--- src/rtl/sccb_reg_responder.sv ---
// SCCB/I2C target with a 16-bit auto-incrementing register pointer and a byte-wide register bank.
// Pin-to-event latency is 3 clk (2 sync + edge detect); the target never stretches SCL, so no backpressure.
module sccb_reg_responder #(
   parameter logic [6:0]           DEV_ADDR = 7'h36,
   parameter logic [15:0]          REG_BASE = 16'h0000,
   parameter int                   REG_NUM  = 8,
   parameter logic [8*REG_NUM-1:0] REG_RST  = '0
) (
   input  logic                 clk,
   input  logic                 rst_n,
   input  logic                 scl_in,
   input  logic                 sda_in,
   output logic                 sda_oe,
   output logic [8*REG_NUM-1:0] reg_bank,
   output logic                 wr_strobe,
   output logic [15:0]          wr_addr,
   output logic [7:0]           wr_data,
   output logic                 busy
);

   typedef enum logic [3:0] {
      S_IDLE, S_DEVA, S_ACK_DEV, S_ADDR_HI, S_ACK_HI, S_ADDR_LO,
      S_ACK_LO, S_WR_DATA, S_ACK_WR, S_RD_DATA, S_RD_ACK, S_WAIT
   } state_t;

   state_t      state, state_nxt;
   logic        scl_s1, scl_s2, scl_d;
   logic        sda_s1, sda_s2, sda_d;
   logic        scl_rise, scl_fall, start_det, stop_det;
   logic [7:0]  sh;
   logic [7:0]  byte_in;
   logic [7:0]  rd_byte;
   logic [2:0]  bit_cnt;
   logic        byte_full;
   logic        rw;
   logic [15:0] ptr;
   logic [15:0] idx;
   logic        in_range;
   logic        sda_oe_nxt, busy_nxt;
   logic        sample, cnt_inc, cnt_clr, full_set, full_clr;
   logic        ld_hi, ld_lo, commit, ptr_inc, rd_load, rd_shift, rw_ld;

   // Synchronizers reset to the idle-bus level so release of reset cannot fake an edge.
   always_ff @(posedge clk or negedge rst_n) begin
      if (!rst_n) begin
         {scl_s1, scl_s2, scl_d} <= 3'b111;
         {sda_s1, sda_s2, sda_d} <= 3'b111;
      end else begin
         {scl_s1, scl_s2, scl_d} <= {scl_in, scl_s1, scl_s2};
         {sda_s1, sda_s2, sda_d} <= {sda_in, sda_s1, sda_s2};
      end
   end

   assign scl_rise  = scl_s2 & ~scl_d;
   assign scl_fall  = ~scl_s2 & scl_d;
   assign start_det = scl_s2 & scl_d & ~sda_s2 & sda_d;
   assign stop_det  = scl_s2 & scl_d & sda_s2 & ~sda_d;

   assign byte_in  = {sh[6:0], sda_s2};
   assign idx      = ptr - REG_BASE;
   assign in_range = (idx < 16'(REG_NUM));

   always_comb begin
      rd_byte = 8'h00;
      for (int i = 0; i < REG_NUM; i++) begin
         if (in_range && (idx == 16'(i))) rd_byte = reg_bank[8*i +: 8];
      end
   end

   always_ff @(posedge clk or negedge rst_n) begin
      if (!rst_n) begin
         state  <= S_IDLE;
         sda_oe <= 1'b0;
         busy   <= 1'b0;
      end else begin
         state  <= state_nxt;
         sda_oe <= sda_oe_nxt;
         busy   <= busy_nxt;
      end
   end

   always_comb begin
      state_nxt  = state;
      sda_oe_nxt = sda_oe;
      busy_nxt   = busy;
      sample     = 1'b0;
      cnt_inc    = 1'b0;
      cnt_clr    = 1'b0;
      full_set   = 1'b0;
      full_clr   = 1'b0;
      ld_hi      = 1'b0;
      ld_lo      = 1'b0;
      commit     = 1'b0;
      ptr_inc    = 1'b0;
      rd_load    = 1'b0;
      rd_shift   = 1'b0;
      rw_ld      = 1'b0;
      if (start_det) begin
         state_nxt  = S_DEVA;
         sda_oe_nxt = 1'b0;
         busy_nxt   = 1'b1;
         cnt_clr    = 1'b1;
         full_clr   = 1'b1;
      end else if (stop_det) begin
         state_nxt  = S_IDLE;
         sda_oe_nxt = 1'b0;
         busy_nxt   = 1'b0;
         cnt_clr    = 1'b1;
         full_clr   = 1'b1;
      end else begin
         case (state)
            S_DEVA, S_ADDR_HI, S_ADDR_LO, S_WR_DATA: begin
               if (scl_rise && !byte_full) begin
                  sample = 1'b1;
                  if (bit_cnt == 3'd7) begin
                     full_set = 1'b1;
                     case (state)
                        S_DEVA:    rw_ld = 1'b1;
                        S_ADDR_HI: ld_hi = 1'b1;
                        S_ADDR_LO: ld_lo = 1'b1;
                        default: begin
                           commit  = in_range;
                           ptr_inc = 1'b1;
                        end
                     endcase
                  end
               end else if (scl_fall && byte_full) begin
                  // Byte boundary: either take the ACK slot or drop off the bus.
                  full_clr = 1'b1;
                  cnt_clr  = 1'b1;
                  if ((state == S_DEVA) && (sh[7:1] != DEV_ADDR)) begin
                     state_nxt = S_WAIT;
                  end else begin
                     sda_oe_nxt = 1'b1;
                     case (state)
                        S_DEVA:    state_nxt = S_ACK_DEV;
                        S_ADDR_HI: state_nxt = S_ACK_HI;
                        S_ADDR_LO: state_nxt = S_ACK_LO;
                        default:   state_nxt = S_ACK_WR;
                     endcase
                  end
               end
            end
            S_ACK_DEV: begin
               if (scl_fall) begin
                  cnt_clr = 1'b1;
                  if (rw) begin
                     state_nxt  = S_RD_DATA;
                     rd_load    = 1'b1;
                     sda_oe_nxt = ~rd_byte[7];
                  end else begin
                     state_nxt  = S_ADDR_HI;
                     sda_oe_nxt = 1'b0;
                  end
               end
            end
            S_ACK_HI: begin
               if (scl_fall) begin
                  state_nxt  = S_ADDR_LO;
                  sda_oe_nxt = 1'b0;
               end
            end
            S_ACK_LO, S_ACK_WR: begin
               if (scl_fall) begin
                  state_nxt  = S_WR_DATA;
                  sda_oe_nxt = 1'b0;
               end
            end
            S_RD_DATA: begin
               if (scl_rise && !byte_full) begin
                  cnt_inc = 1'b1;
                  if (bit_cnt == 3'd7) full_set = 1'b1;
               end else if (scl_fall) begin
                  if (byte_full) begin
                     full_clr   = 1'b1;
                     sda_oe_nxt = 1'b0;
                     state_nxt  = S_RD_ACK;
                  end else begin
                     rd_shift   = 1'b1;
                     sda_oe_nxt = ~sh[6];
                  end
               end
            end
            S_RD_ACK: begin
               // byte_full marks a received master ACK until the slot's falling edge.
               if (scl_rise && !byte_full) begin
                  if (sda_s2) begin
                     state_nxt = S_WAIT;
                  end else begin
                     ptr_inc  = 1'b1;
                     full_set = 1'b1;
                  end
               end else if (scl_fall && byte_full) begin
                  full_clr   = 1'b1;
                  cnt_clr    = 1'b1;
                  rd_load    = 1'b1;
                  sda_oe_nxt = ~rd_byte[7];
                  state_nxt  = S_RD_DATA;
               end
            end
            default: ;
         endcase
      end
   end

   always_ff @(posedge clk or negedge rst_n) begin
      if (!rst_n) begin
         sh        <= 8'h00;
         bit_cnt   <= 3'd0;
         byte_full <= 1'b0;
         rw        <= 1'b0;
         ptr       <= 16'h0000;
         wr_strobe <= 1'b0;
         wr_addr   <= 16'h0000;
         wr_data   <= 8'h00;
         reg_bank  <= REG_RST;
      end else begin
         if (sample)        sh <= byte_in;
         else if (rd_load)  sh <= rd_byte;
         else if (rd_shift) sh <= {sh[6:0], 1'b0};

         if (cnt_clr)                bit_cnt <= 3'd0;
         else if (sample || cnt_inc) bit_cnt <= bit_cnt + 3'd1;

         if (full_clr)      byte_full <= 1'b0;
         else if (full_set) byte_full <= 1'b1;

         if (rw_ld) rw <= sda_s2;

         if (ld_hi)        ptr[15:8] <= byte_in;
         else if (ld_lo)   ptr[7:0]  <= byte_in;
         else if (ptr_inc) ptr       <= ptr + 16'd1;

         wr_strobe <= commit;
         if (commit) begin
            wr_addr <= ptr;
            wr_data <= byte_in;
            for (int i = 0; i < REG_NUM; i++) begin
               if (idx == 16'(i)) reg_bank[8*i +: 8] <= byte_in;
            end
         end
      end
   end

endmodule

--- config.mk ---
export PLATFORM = sky130hd
export DESIGN_NAME = sccb_reg_responder
export DESIGN_NICKNAME = d
export VERILOG_FILES = /design/src/rtl/sccb_reg_responder.sv
export SDC_FILE = /design/constraint.sdc
export NUM_CORES = 1
export LEC_CHECK = 0
export BUFFER_PORTS_ARGS = -buffer_cell sky130_fd_sc_hd__buf_2
export CAP_MARGIN = 10
export CORE_MARGIN = 2
export CORE_UTILIZATION = 45
export DETAILED_ROUTE_END_ITERATION = 10
export GPL_ROUTABILITY_DRIVEN = 0
export PLACE_DENSITY = 0.71
export REMOVE_ABC_BUFFERS = 1
export SYNTH_ARGS = -nofsm -noshare
export SYNTH_HDL_FRONTEND = slang
export SYNTH_SLANG_ARGS = --single-unit
--- constraint.sdc ---
create_clock -name clk -period 3.2 [get_ports clk]
set_clock_uncertainty 0.15 [all_clocks]
set_input_delay 0.16 -clock clk [delete_from_list [all_inputs] [get_ports clk]]
set_output_delay 0.16 -clock clk [all_outputs]
set_load 0.01 [all_outputs]
==> impl_results.md, run 1 <==
* Outcome: finished, final reports clean
* Die X at 124 um
* Top FF cell, synth: dfrtp_1
* Synth top area share at 47.5%
* Clock Sink Count at 130
* Die height at 124 um
* Final Slew Violations at 0
* Core box area at 0.0144 sq mm
* Top-count cell post-synth: dfrtp_1
* Worst-case clock buffer depth at 2
* CP required at 3.35 ns
* GRT Util Overall at 23.3%
* Mean routed wirelength per cell at 19.5 um
* Gr ovfl total at 0
* Setup TNS at 0 ns
* Rows at 44
* CP peak stage delay at 0.57 ns
* Area growth syn-to-layout at 20.2%
* Post-Synth Simple-Gate Area at 15.7%
* CTS Root Buffer Type: clkbuf_16
* Rel. slew slack at 48.1%
* Hold-fix buffers, CTS at 3
* Post-synthesis sequential element count at 130
* Mapped Area at 0.00653 sq mm
* Residual DRC at 0
* Internal power at 3.44 mW
* Pleak at 3.90 nW
* Num CTS Buffers at 17
* IO Pins at 95
* Pin count of the biggest net entering global routing at 71
* Area leader, netlist: dfrtp_1
* Critical path, cell by cell: or3b_4, or4_4, or3_1, nor3b_4, mux2_2
* Unique masters post-synth at 66
* Min-delay worst type: flop to flop
* Synth Instances at 616
* Top delay family on crit path: simple AND/OR/NAND/NOR gates
* FFs w/ async S/R, synth at 100%
* Die area at 0.0155 sq mm
* Max FO, Critical Path at 8
* CTS clk-pin slew, worst paths at 0.06 ns
* Synth area leaders: dfrtp_1 (48%), mux2_2 (13%), nand2_1 (3.6%)
* CP startpoint kind: flop
* Initial core utilization at 45.5%
* Final setup violating endpoints at 0
* Initial antenna violation count at 0
* Layout cells sized above 1 at 32.4%
* CTS resizes at 0
* Share of power burned in registers at 38.5%
* Worst slew pin tran at 0.778 ns
* Net load switching power at 1.65 mW
* CTS tree: yes
* DR pass1 iterations at 5
* Critical path's slowest cell: or4_4
* Min cycle time layout at 3.10 ns
* Max-Cap Viols at 0
* VDD IR-drop max at 0.414 mV
* Compound-gate portion of the synthesized area at 13.8%
* Largest family of logic cells by synthesized area: simple AND/OR/NAND/NOR gates
* Syn Area/Cell at 10.6 sq um
* Clock latency on the worst-skew pair at 0.42 ns
* Arrival @ worst endpoint at 3.25 ns
* Diodes inserted at 0
* Highest clock rate at 323 MHz
* Post-CTS setup buffers at 0
* Global-route wire length before repair at 28.7 mm
* Fin crit share at 96.9%
* Post-synthesis adder-cell area fraction at 1.15%
* Part of the power in the clock network at 37.5%
* Power Dens Cells at 648 mW/mm^2
* Buf/Inv on CP at 0
* Synth top cells by count: dfrtp_1 (124), mux2_2 (73), nand2_1 (63)
* RSZ-0062 raised after global routing: false
* DR vias at 5386
* Dpl hpwl at 11.9 mm
* Net Sw Frac at 32.5%
* Power Total at 5.09 mW
* NumNets Final at 719
* Hold Violations, Final at 0
* Routed Antenna Nets at 0
* Clock H-tree levels at 4
* Post-synthesis mux area share at 14.6%
* Vias in the first global route at 5351
* Crit end category: flop
* Final WL at 17.6 mm
* Port Buffer Count at 94
* XOR/XNOR Fraction of Synth Area at 1.61%
* Sequential element share of the synthesized area at 49.9%
* Number of synthesized flops with an enable pin at 0
* Synthesis Warnings at 0
* Vias/cell at 5.94
* CP Class: flop to flop
* DRT iter0 DRCs at 396
* Comb power frac at 24.0%
-- kinds of logic after synthesis --
group,after synthesis
compound gates,132
xor+xnor,12
fa+ha+maj,6
buf+inv,54
flops,130
mux,86
simple gates,196
-- final timing paths --
kind | startpoint | end | slack [ns] | cells past startpoint
worst max register to register | scl_s2$_DFF_PN1_ | reg_bank[1]$_DFFE_PN0P_ | 0.1 | 5
worst min register to register | sda_s1$_DFF_PN1_ | sda_s2$_DFF_PN1_ | 0.21 | 0
worst min-delay path | sda_s1$_DFF_PN1_ | sda_s2$_DFF_PN1_ | 0.21 | 0
worst max-delay path | scl_s2$_DFF_PN1_ | reg_bank[1]$_DFFE_PN0P_ | 0.1 | 5
min in group asynchronous | rst_n | reg_bank[13]$_DFFE_PN0P_ | 0.22 | 2
max in group asynchronous | rst_n | bit_cnt[2]$_DFFE_PN0P_ | 1.86 | 3
-- registers in the layout, summed over array words and instances, names as in the netlist, 3 cells and up --
name,cells
sh,8
wr_data,8
state,4
wr_addr,16
ptr,16
bit_cnt,3
reg_bank,64
-- routing by layer --
| metal | track usage, % | part of all wire (%) |
|---|---|---|
| met1 | 30.6 | 42 |
| met2 | 37.6 | 48 |
| met3 | 5.37 | 7.2 |
| met4 | 8.92 | 2.4 |
| met5 | 0 | 0 |
-- cell usage in the layout, fill, tap and decap left out, types with 13 or more instances in the layout --
cell	synthesis	final
mux2_2	73	73
o21ai_0	37	37
dfrtp_1	124	124
nand3_1	17	17
buf_4	0	21
buf_2	3	93
clkbuf_16	0	17
a21oi_1	21	21
nor2b_1	22	22
nand2b_1	13	13
mux2i_1	13	13
nand2_1	63	63
nor2_1	27	27
-- worst register-to-register path, delay by kind of cell, from the launching register on --
kind             cells  cell delay (ns)
multiplexers         1             0.40
flip-flops           1             0.53
AND/OR/NAND/NOR      4             1.90
-- power groups by stage --
stage / logic, mW / clock network (mW) / registers [mW]
finish: 1.22 / 1.91 / 1.96
global route: 1.34 / 2.02 / 1.97
CTS: 1.20 / 1.93 / 1.95
detailed placement: 1.19 / 0 / 1.98
global placement: 1.17 / 0 / 1.97
floorplan: 0.726 / 0 / 1.97
-- layout make-up --
cell class                 instances  area (sq um)
multi-input combinational        432          3070
clock buffer                      23           478
inverter                          10          37.5
fill                            1222          6520
sequential                       130          3260
tap                              184           230
timing repair buffer             118           673
clock inverter                     9           106
-- stage by stage --
step | cell area [sq um] | hold slack, ns | cells | util [%] | worst slack, ns
6_report | 7850 | 0.211 | 906 | 54.7 | 0.0994
2_1_floorplan | 6350 | -0.286 | 572 | - | 0.0768
3_5_place_dp | 7240 | 0.116 | 871 | 50.4 | 0.148
4_1_cts | 7850 | 0.210 | 906 | 54.7 | 0.109
5_1_grt | 7850 | 0.217 | 906 | 54.7 | 0.0314
3_3_place_gp | 7240 | 0.114 | 871 | 50.4 | 0.195
Note: power is estimated with default switching activity, not from simulation.
==> inputs of run 2 (changes only) <==
--- a/config.mk
+++ b/config.mk
@@ -5,6 +5,7 @@
 export SDC_FILE = /design/constraint.sdc
 export NUM_CORES = 1
 export LEC_CHECK = 0
+export ABC_AREA = 1
 export BUFFER_PORTS_ARGS = -buffer_cell sky130_fd_sc_hd__buf_2
 export CAP_MARGIN = 10
 export CORE_MARGIN = 2
==> run 2 against run 1 <==
Compared with the run above:
- synthesized area rose by 2.4%
- non-clock buffer count fell by 14
- sequential power fell by 4%
- critical path type unchanged
- critical path depth rose by 6
- die area rose by 2.3%
- count of clock-buffer cells in the layout fell by 4
- total power rose by 1.3%
- setup slack improved by 0.51 ns
- final cell count rose by 25%
==> impl_results.md, run 2 <==
* Final WL at 17.6 mm (-0.16%)
* Routed Antenna Nets at 0 (unchanged)
* Hold Violations, Final at 0 (unchanged)
* FF-to-FF End: reg_bank[38]$_DFFE_PN0P_
* Worst-case clock buffer depth at 2 (unchanged)
* Number of synthesized flops with an enable pin at 0 (unchanged)
* Top delay family on crit path: simple AND/OR/NAND/NOR gates
* Top FF cell, synth: dfrtp_1
* Clock H-tree levels at 4 (unchanged)
* Area growth syn-to-layout at 19.0%
* Top-count cell post-synth: nand2_1
* Gr ovfl total at 0 (unchanged)
* Regs by FF count: reg_bank (64), ptr (16), wr_addr (16)
* CTS resizes at 0 (unchanged)
* Final setup violating endpoints at 0 (unchanged)
* Synth top cells by count: nand2_1 (225), dfrtp_1 (124), inv_1 (89)
* Core box area at 0.0145 sq mm (+1.1%)
* Net Sw Frac at 33.7% (+1.3 points)
* Min-delay worst type: input pin to async pin
* Dpl hpwl at 12.1 mm (+1.6%)
* Syn Area/Cell at 7.97 sq um (-25%)
* Synthesis Warnings at 0 (unchanged)
* DRT iter0 DRCs at 504 (+27%)
* Area leader, netlist: dfrtp_1
* Post-synthesis sequential element count at 130 (unchanged)
* Share of power burned in registers at 36.6% (-1.9 points)
* CTS clk-pin slew, worst paths at 0.06 ns (about the same)
* R2R Setup Slk at 0.61 ns (+0.51 ns)
* Layout cells sized above 1 at 21.4% (-11 points)
* Pin count of the biggest net entering global routing at 61 (-14%)
* Highest clock rate at 386 MHz (+20%)
* Compound-gate portion of the synthesized area at 13.7% (-0.022 points)
* XOR/XNOR Fraction of Synth Area at 1.18% (-0.43 points)
* Critical path's most frequent cell: inv_2
* Die X at 126 um (+1.1%)
* Largest family of logic cells by synthesized area: simple AND/OR/NAND/NOR gates
* Diodes inserted at 0 (unchanged)
* Crit end category: flop
* Critical path, cell by cell: inv_1, nor3_2, inv_2, nor2_2, inv_2, nor2_4, nand2_4, nor2_8, nand3_2, nand2_1, o21ai_1
* Net load switching power at 1.74 mW (+5.3%)
* Max-Cap Viols at 0 (unchanged)
* Initial core utilization at 46.0% (+0.56 points)
* Largest register by flop count: reg_bank
* Post-Synth Simple-Gate Area at 26.6% (+11 points)
* CP peak stage delay at 0.55 ns (-0.02 ns)
* NumNets Final at 947 (+32%)
* Worst hold slack at 0.113 ns (-0.0980 ns)
* IO Pins at 95 (unchanged)
* Max FO, Critical Path at 23 (+15)
* Rel. slew slack at 58.2% (+10 points)
* R2R cell count at 11 (+6)
* Post-synthesis mux area share at 0% (-15 points)
* Mapped Area at 0.00669 sq mm (+2.4%)
* Clock latency on the worst-skew pair at 0.42 ns (about the same)
* CTS Root Buffer Type: clkbuf_16
* Commonest cells after routing, fill and taps aside: nand2_1 (225), dfrtp_1 (124), buf_2 (93)
* Setup TNS at 0 ns (unchanged)
* Buf/Inv on CP at 3 (+3)
* Vias in the first global route at 5688 (+6.3%)
* Internal power at 3.42 mW (-0.59%)
* Synth Instances at 839 (+36%)
* Synth area leaders: dfrtp_1 (46%), nand2_1 (13%), inv_1 (5.0%)
* Outcome: finished, final reports clean
* CP startpoint kind: flop
* Pleak at 4.20 nW (+7.7%)
* RR Startpoint: scl_s2$_DFF_PN1_
* Post-synthesis adder-cell area fraction at 1.12% (-0.027 points)
* Fin crit share at 80.9% (-16 points)
* GRT Util Overall at 22.8% (-0.47 points)
* DR vias at 5951 (+10%)
* CP required at 3.33 ns (-0.02 ns)
* Leading cell type in the layout, fill and taps excluded: nand2_1
* Min cycle time layout at 2.59 ns (-0.510 ns)
* Initial antenna violation count at 0 (unchanged)
* Die height at 126 um (+1.1%)
* Worst slew pin tran at 0.626 ns (-0.152 ns)
* Final core utilization at 54.8% (+0.093 points)
* Mean routed wirelength per cell at 15.5 um (-20%)
* Arrival @ worst endpoint at 2.72 ns (-0.53 ns)
* Comb power frac at 23.5% (-0.5 points)
* Final Slew Violations at 0 (unchanged)
* Power Dens Cells at 648 mW/mm^2 (about the same)
* Clock Sink Count at 130 (unchanged)
* DR pass1 iterations at 7 (+2)
* Global-route wire length before repair at 28.9 mm (+0.77%)
* FFs w/ async S/R, synth at 100% (unchanged)
* VDD IR-drop max at 0.409 mV (-1.1%)
* CP Class: flop to flop
* Unique masters post-synth at 45 (-32%)
* Max FFs per register at 64 (unchanged)
* Part of the power in the clock network at 40.0% (+2.5 points)
* Synth top area share at 46.4% (-1.1 points)
* Sequential element share of the synthesized area at 48.8% (-1.2 points)
* CTS tree: yes
* Residual DRC at 0 (unchanged)
* Port Buffer Count at 94 (unchanged)
* Rows at 44 (unchanged)
* Num CTS Buffers at 17 (unchanged)
* Critical path's slowest cell: dfstp_2
* WP depth at 11 (+6)
* Die area at 0.0159 sq mm (+2.3%)
* RSZ-0062 raised after global routing: false
* Vias/cell at 5.25 (-12%)
run 2: cell count changes in the layout (fill, tap and decap cells not counted), sizes merged, moves of 7 or more:
| cell | change |
|---|---|
| nor2 | +71 |
| a21oi | +11 |
| mux2i | -13 |
| and3 | -7 |
| o21ai | +68 |
| inv | +100 |
| nor2b | -22 |
| nand2b | -13 |
| mux2 | -73 |
| nand2 | +174 |
| nand3 | +14 |
| buf | -14 |
run 2: cell type report:
type	count	area, sq um
Clock buffer	19	443
Clock inverter	12	183
Fill cell	1331	6580
Inverter	111	419
Multi-Input combinational cell	573	2850
Sequential cell	130	3260
Tap cell	184	230
Timing Repair Buffer	104	568
run 2: what timing repair did:
item,4_1_cts,5_1_grt
endpoints found under the hold margin,40,0
setup buffers,0,0
setup endpoints to repair,0,0
hold buffers,3,0
run 2: power groups by stage:
| stage | sequential [mW] | clock (mW) | combinational [mW] |
|---|---|---|---|
| after floorplan | 1.88 | 0 | 0.799 |
| after global placement | 1.91 | 0 | 1.18 |
| after detailed placement | 1.91 | 0 | 1.19 |
| after CTS | 1.89 | 2.09 | 1.20 |
| after global routing | 1.90 | 2.17 | 1.34 |
| final | 1.89 | 2.06 | 1.21 |
run 2: metrics by stage:
| stage | instance area, sq um | cells | worst slack [ns] | power, mW |
|---|---|---|---|---|
| floorplan | 6530 | 814 | 0.849 | 2.68 |
| global placement | 7300 | 1099 | 0.726 | 3.10 |
| detailed placement | 7300 | 1099 | 0.629 | 3.10 |
| CTS | 7960 | 1133 | 0.605 | 5.17 |
| global route | 7960 | 1133 | 0.308 | 5.41 |
| finish | 7960 | 1133 | 0.610 | 5.16 |
run 2: kinds of logic after synthesis:
group	count (synthesis)
AO/OA/AOI/OAI	164
XOR/XNOR	9
adder cells (fa/ha/maj)	6
buffers and inverters	136
flip-flops	130
AND/OR/NAND/NOR	394
run 2: how the worst max path moves through the flow:
stage / startpoint / to / slack [ns]
2_1_floorplan: ptr[4]$_DFFE_PN0P_ / sda_oe$_DFFE_PN0P_ / 0.85
3_3_place_gp: scl_s2$_DFF_PN1_ / reg_bank[33]$_DFFE_PN0P_ / 0.73
3_5_place_dp: scl_s2$_DFF_PN1_ / reg_bank[37]$_DFFE_PN0P_ / 0.63
4_1_cts: scl_s2$_DFF_PN1_ / reg_bank[38]$_DFFE_PN0P_ / 0.61
5_1_grt: scl_s2$_DFF_PN1_ / reg_bank[33]$_DFFE_PN0P_ / 0.31
6_report: scl_s2$_DFF_PN1_ / reg_bank[38]$_DFFE_PN0P_ / 0.61
run 2: layer usage:
| layer | global-route usage [%] | up-vias | share of wire [%] |
|---|---|---|---|
| met2 | 35.2 | 228 | 46 |
| met5 | 0 | - | 0 |
| met1 | 30.6 | 2784 | 45 |
| met4 | 10.0 | 0 | 3.3 |
| li1 | - | 2896 | - |
| met3 | 5.65 | 43 | 6.2 |
run 2: worst register-to-register path, cell delays in order, from the launching register on:
cell and delay [ns]:
dfstp_2 0.55, inv_1 0.06, nor3_2 0.22, inv_2 0.08, nor2_2 0.13, inv_2 0.06
nor2_4 0.14, nand2_4 0.10, nor2_8 0.35, nand3_2 0.36, nand2_1 0.16, o21ai_1 0.08
==> inputs of run 3 (changes only) <==
--- a/config.mk
+++ b/config.mk
@@ -5,7 +5,7 @@
 export SDC_FILE = /design/constraint.sdc
 export NUM_CORES = 1
 export LEC_CHECK = 0
-export ABC_AREA = 1
+export ABC_AREA = 0
 export BUFFER_PORTS_ARGS = -buffer_cell sky130_fd_sc_hd__buf_2
 export CAP_MARGIN = 10
 export CORE_MARGIN = 2
==> constraint.sdc (replaced) <==
create_clock -name clk -period 2.5 [get_ports clk]
set_clock_uncertainty 0.15 [all_clocks]
set_input_delay 0.125 -clock clk [delete_from_list [all_inputs] [get_ports clk]]
set_output_delay 0.125 -clock clk [all_outputs]
set_load 0.01 [all_outputs]
==> run 3 against run 2 <==
Compared with the run above:
- the flow now finishes with violations (negative setup slack)
- count of clock-buffer cells in the layout grew 1
- largest cell class is now multi-input gates
- non-clock buffer count increased by 61
- register-to-register slack got worse by 0.85 ns
- combinational power is 64% higher
- critical path depth shrank 5
- critical path type unchanged
- utilization rose by 4.4 points
- sequential power rose by 24%
- via count decreased by 5.8%
- total power rose by 34%
- setup slack got worse by 0.85 ns
- critical endpoint is now reg_bank[1]$_DFFE_PN0P_
==> impl_results.md, run 3 (same netlist as run 1, synthesis figures left out) <==
* Pin count of the biggest net entering global routing at 53 (-13%)
* Worst-case clock buffer depth at 2 (unchanged)
* GRT Util Overall at 24.2% (+1.4 points)
* IO Pins at 95 (unchanged)
* Clock Sink Count at 130 (unchanged)
* Clock latency on the worst-skew pair at 0.41 ns (about the same)
* Comb power frac at 28.8% (+5.3 points)
* CTS Root Buffer Type: clkbuf_16
* Layout cells sized above 1 at 38.6% (+17 points)
* Net load switching power at 2.25 mW (+29%)
* Residual DRC at 0 (unchanged)
* Area growth syn-to-layout at 30.2%
* Max FO, Critical Path at 8 (-65%)
* Pleak at 4.20 nW (+0.19%)
* RSZ-0062 raised after global routing: true
* Power Total at 6.90 mW (+34%)
* Final instance area at 0.00850 sq mm (+6.9%)
* Cell area after placement at 0.00764 sq mm (+4.7%)
* CTS tree: yes
* Die height at 124 um (-1.1%)
* Port Buffer Count at 94 (unchanged)
* Rel. slew slack at 53.8% (-4.4 points)
* Routed Antenna Nets at 0 (unchanged)
* Initial antenna violation count at 0 (unchanged)
* Regs by FF count: reg_bank (64), ptr (16), wr_addr (16)
* Core box area at 0.0144 sq mm (-1.1%)
* CP startpoint kind: flop
* Leading cell type in the layout, fill and taps excluded: dfrtp_1
* Num CTS Buffers at 17 (unchanged)
* Fin crit share at 110% (+29 points)
* Net Sw Frac at 32.6% (-1.1 points)
* Part of the power in the clock network at 37.2% (-2.8 points)
* DR vias at 5607 (-5.8%)
* Violated checks: negative setup slack
* Min cycle time layout at 2.74 ns (+0.149 ns)
* Vias/cell at 5.88 (+12%)
* Global-route wire length before repair at 30.0 mm (+3.8%)
* Commonest cells after routing, fill and taps aside: dfrtp_1 (124), buf_2 (93), nand2_1 (62)
* Hold Violations, Final at 0 (unchanged)
* Largest register by flop count: reg_bank
* Min-delay worst type: input pin to async pin
* Die area at 0.0155 sq mm (-2.3%)
* Crit end category: flop
* Layout filler cell count at 1153 (-13%)
* Die X at 124 um (-1.1%)
* Share of power burned in registers at 34.0% (-2.6 points)
* Vias in the first global route at 5600 (-1.5%)
* DR pass1 iterations at 5 (-2)
* Final core utilization at 59.2% (+4.4 points)
* Worst slew pin tran at 0.693 ns (+0.0668 ns)
* VDD IR-drop max at 0.491 mV (+20%)
* CP Class: flop to flop
* Non-Filler Instances at 953 (-16%)
* CTS clk-pin slew, worst paths at 0.06 ns (about the same)
* Mean routed wirelength per cell at 19.7 um (+26%)
* Final setup margin at -0.239 ns (-0.849 ns)
* Power Dens Cells at 811 mW/mm^2 (+25%)
* Initial core utilization at 45.5% (-0.56 points)
* Max-Cap Viols at 0 (unchanged)
* Placed Instances at 918 (-16%)
* NumNets Final at 766 (-19%)
* Arrival @ worst endpoint at 2.88 ns (+0.16 ns)
* Final WL at 18.7 mm (+6.4%)
* Dpl hpwl at 12.6 mm (+4.7%)
* Rows at 44 (unchanged)
* Final setup violating endpoints at 48 (+48)
* Outcome: finished, violations left
* Diodes inserted at 0 (unchanged)
* Highest clock rate at 365 MHz (-5.4%)
* Max FFs per register at 64 (unchanged)
* CP required at 2.65 ns (-0.68 ns)
* Internal power at 4.65 mW (+36%)
* Pre-CTS WS at -0.412 ns (-1.04 ns)
* Clock H-tree levels at 4 (unchanged)
* Final Slew Violations at 0 (unchanged)
* Gr ovfl total at 0 (unchanged)
* DRT iter0 DRCs at 483 (-4.2%)
## run 3: cell types whose count changed in the layout (fill, tap and decap cells not counted), sizes merged, moves of 7 or more
cell | before | now
nor2 | 99 | 28
a21oi | 32 | 21
buf | 101 | 162
nand2 | 237 | 63
o21ai | 105 | 37
nand3 | 31 | 17
nor2b | 0 | 22
inv | 110 | 10
mux2i | 0 | 13
nand2b | 0 | 13
mux2 | 0 | 73
and3 | 0 | 7
## run 3: layout make-up
type	instances	area, sq um	area share (%)
multi-input cells	432	3280	38.6
flip-flops and latches	130	3260	38.3
clock buffers	20	457	5.37
clock inverters	12	156	1.84
well taps	184	230	2.71
inverters	10	37.5	0.441
repair buffers	165	1080	12.7
## run 3: worst paths after layout
check                                  from                        to  slack [ns]  cells past startpoint
setup / recovery           scl_s2$_DFF_PN1_   reg_bank[1]$_DFFE_PN0P_       -0.24                      6
hold / removal                        rst_n  reg_bank[15]$_DFFE_PN0P_        0.03                      2
setup reg to reg           scl_s2$_DFF_PN1_   reg_bank[1]$_DFFE_PN0P_       -0.24                      6
hold reg to reg            scl_s1$_DFF_PN1_          scl_s2$_DFF_PN1_        0.21                      0
max in group asynchronous             rst_n    wr_addr[3]$_DFFE_PN0P_        1.45                      3
min in group clk           scl_s1$_DFF_PN1_          scl_s2$_DFF_PN1_        0.21                      0
## run 3: critical path, cell delays in order (launching register included)
cell     delay, ns
dfstp_2       0.52
or3b_4        0.37
or4_4         0.45
or3_4         0.39
nor3b_4       0.26
buf_12        0.17
mux2_4        0.30
## run 3: layer usage
| metal | wire (um) | track usage, % | vias to the layer above |
|---|---|---|---|
| met5 | 0 | 0 | - |
| met4 | 497 | 9.91 | 0 |
| met3 | 1290 | 5.03 | 37 |
| met2 | 8990 | 38.1 | 266 |
| met1 | 7960 | 32.9 | 2774 |
| li1 | - | - | 2530 |
## run 3: what timing repair did
action | CTS | global route
pin swaps | 3 | 0
hold endpoints to repair | 128 | 0
buffers inserted | 2 | 2
hold buffers | 3 | 0
gates resized for setup | 17 | 40
endpoints found under the setup margin | 78 | 76
## run 3: power groups by stage
stage / logic [mW] / clock network, mW / registers [mW]
finish: 1.99 / 2.57 / 2.34
global route: 2.16 / 2.69 / 2.35
CTS: 1.89 / 2.58 / 2.34
detailed placement: 1.86 / 0 / 2.37
global placement: 1.83 / 0 / 2.36
floorplan: 0.930 / 0 / 2.53
## run 3: per-stage QoR
stage	hold WS, ns	TNS [ns]
floorplan	-0.321	-34.87
global placement	-0.0768	-15.85
detailed placement	-0.0639	-17.69
CTS	0.0376	-8.43
global route	0.0545	-9.90
finish	0.0331	-7.49
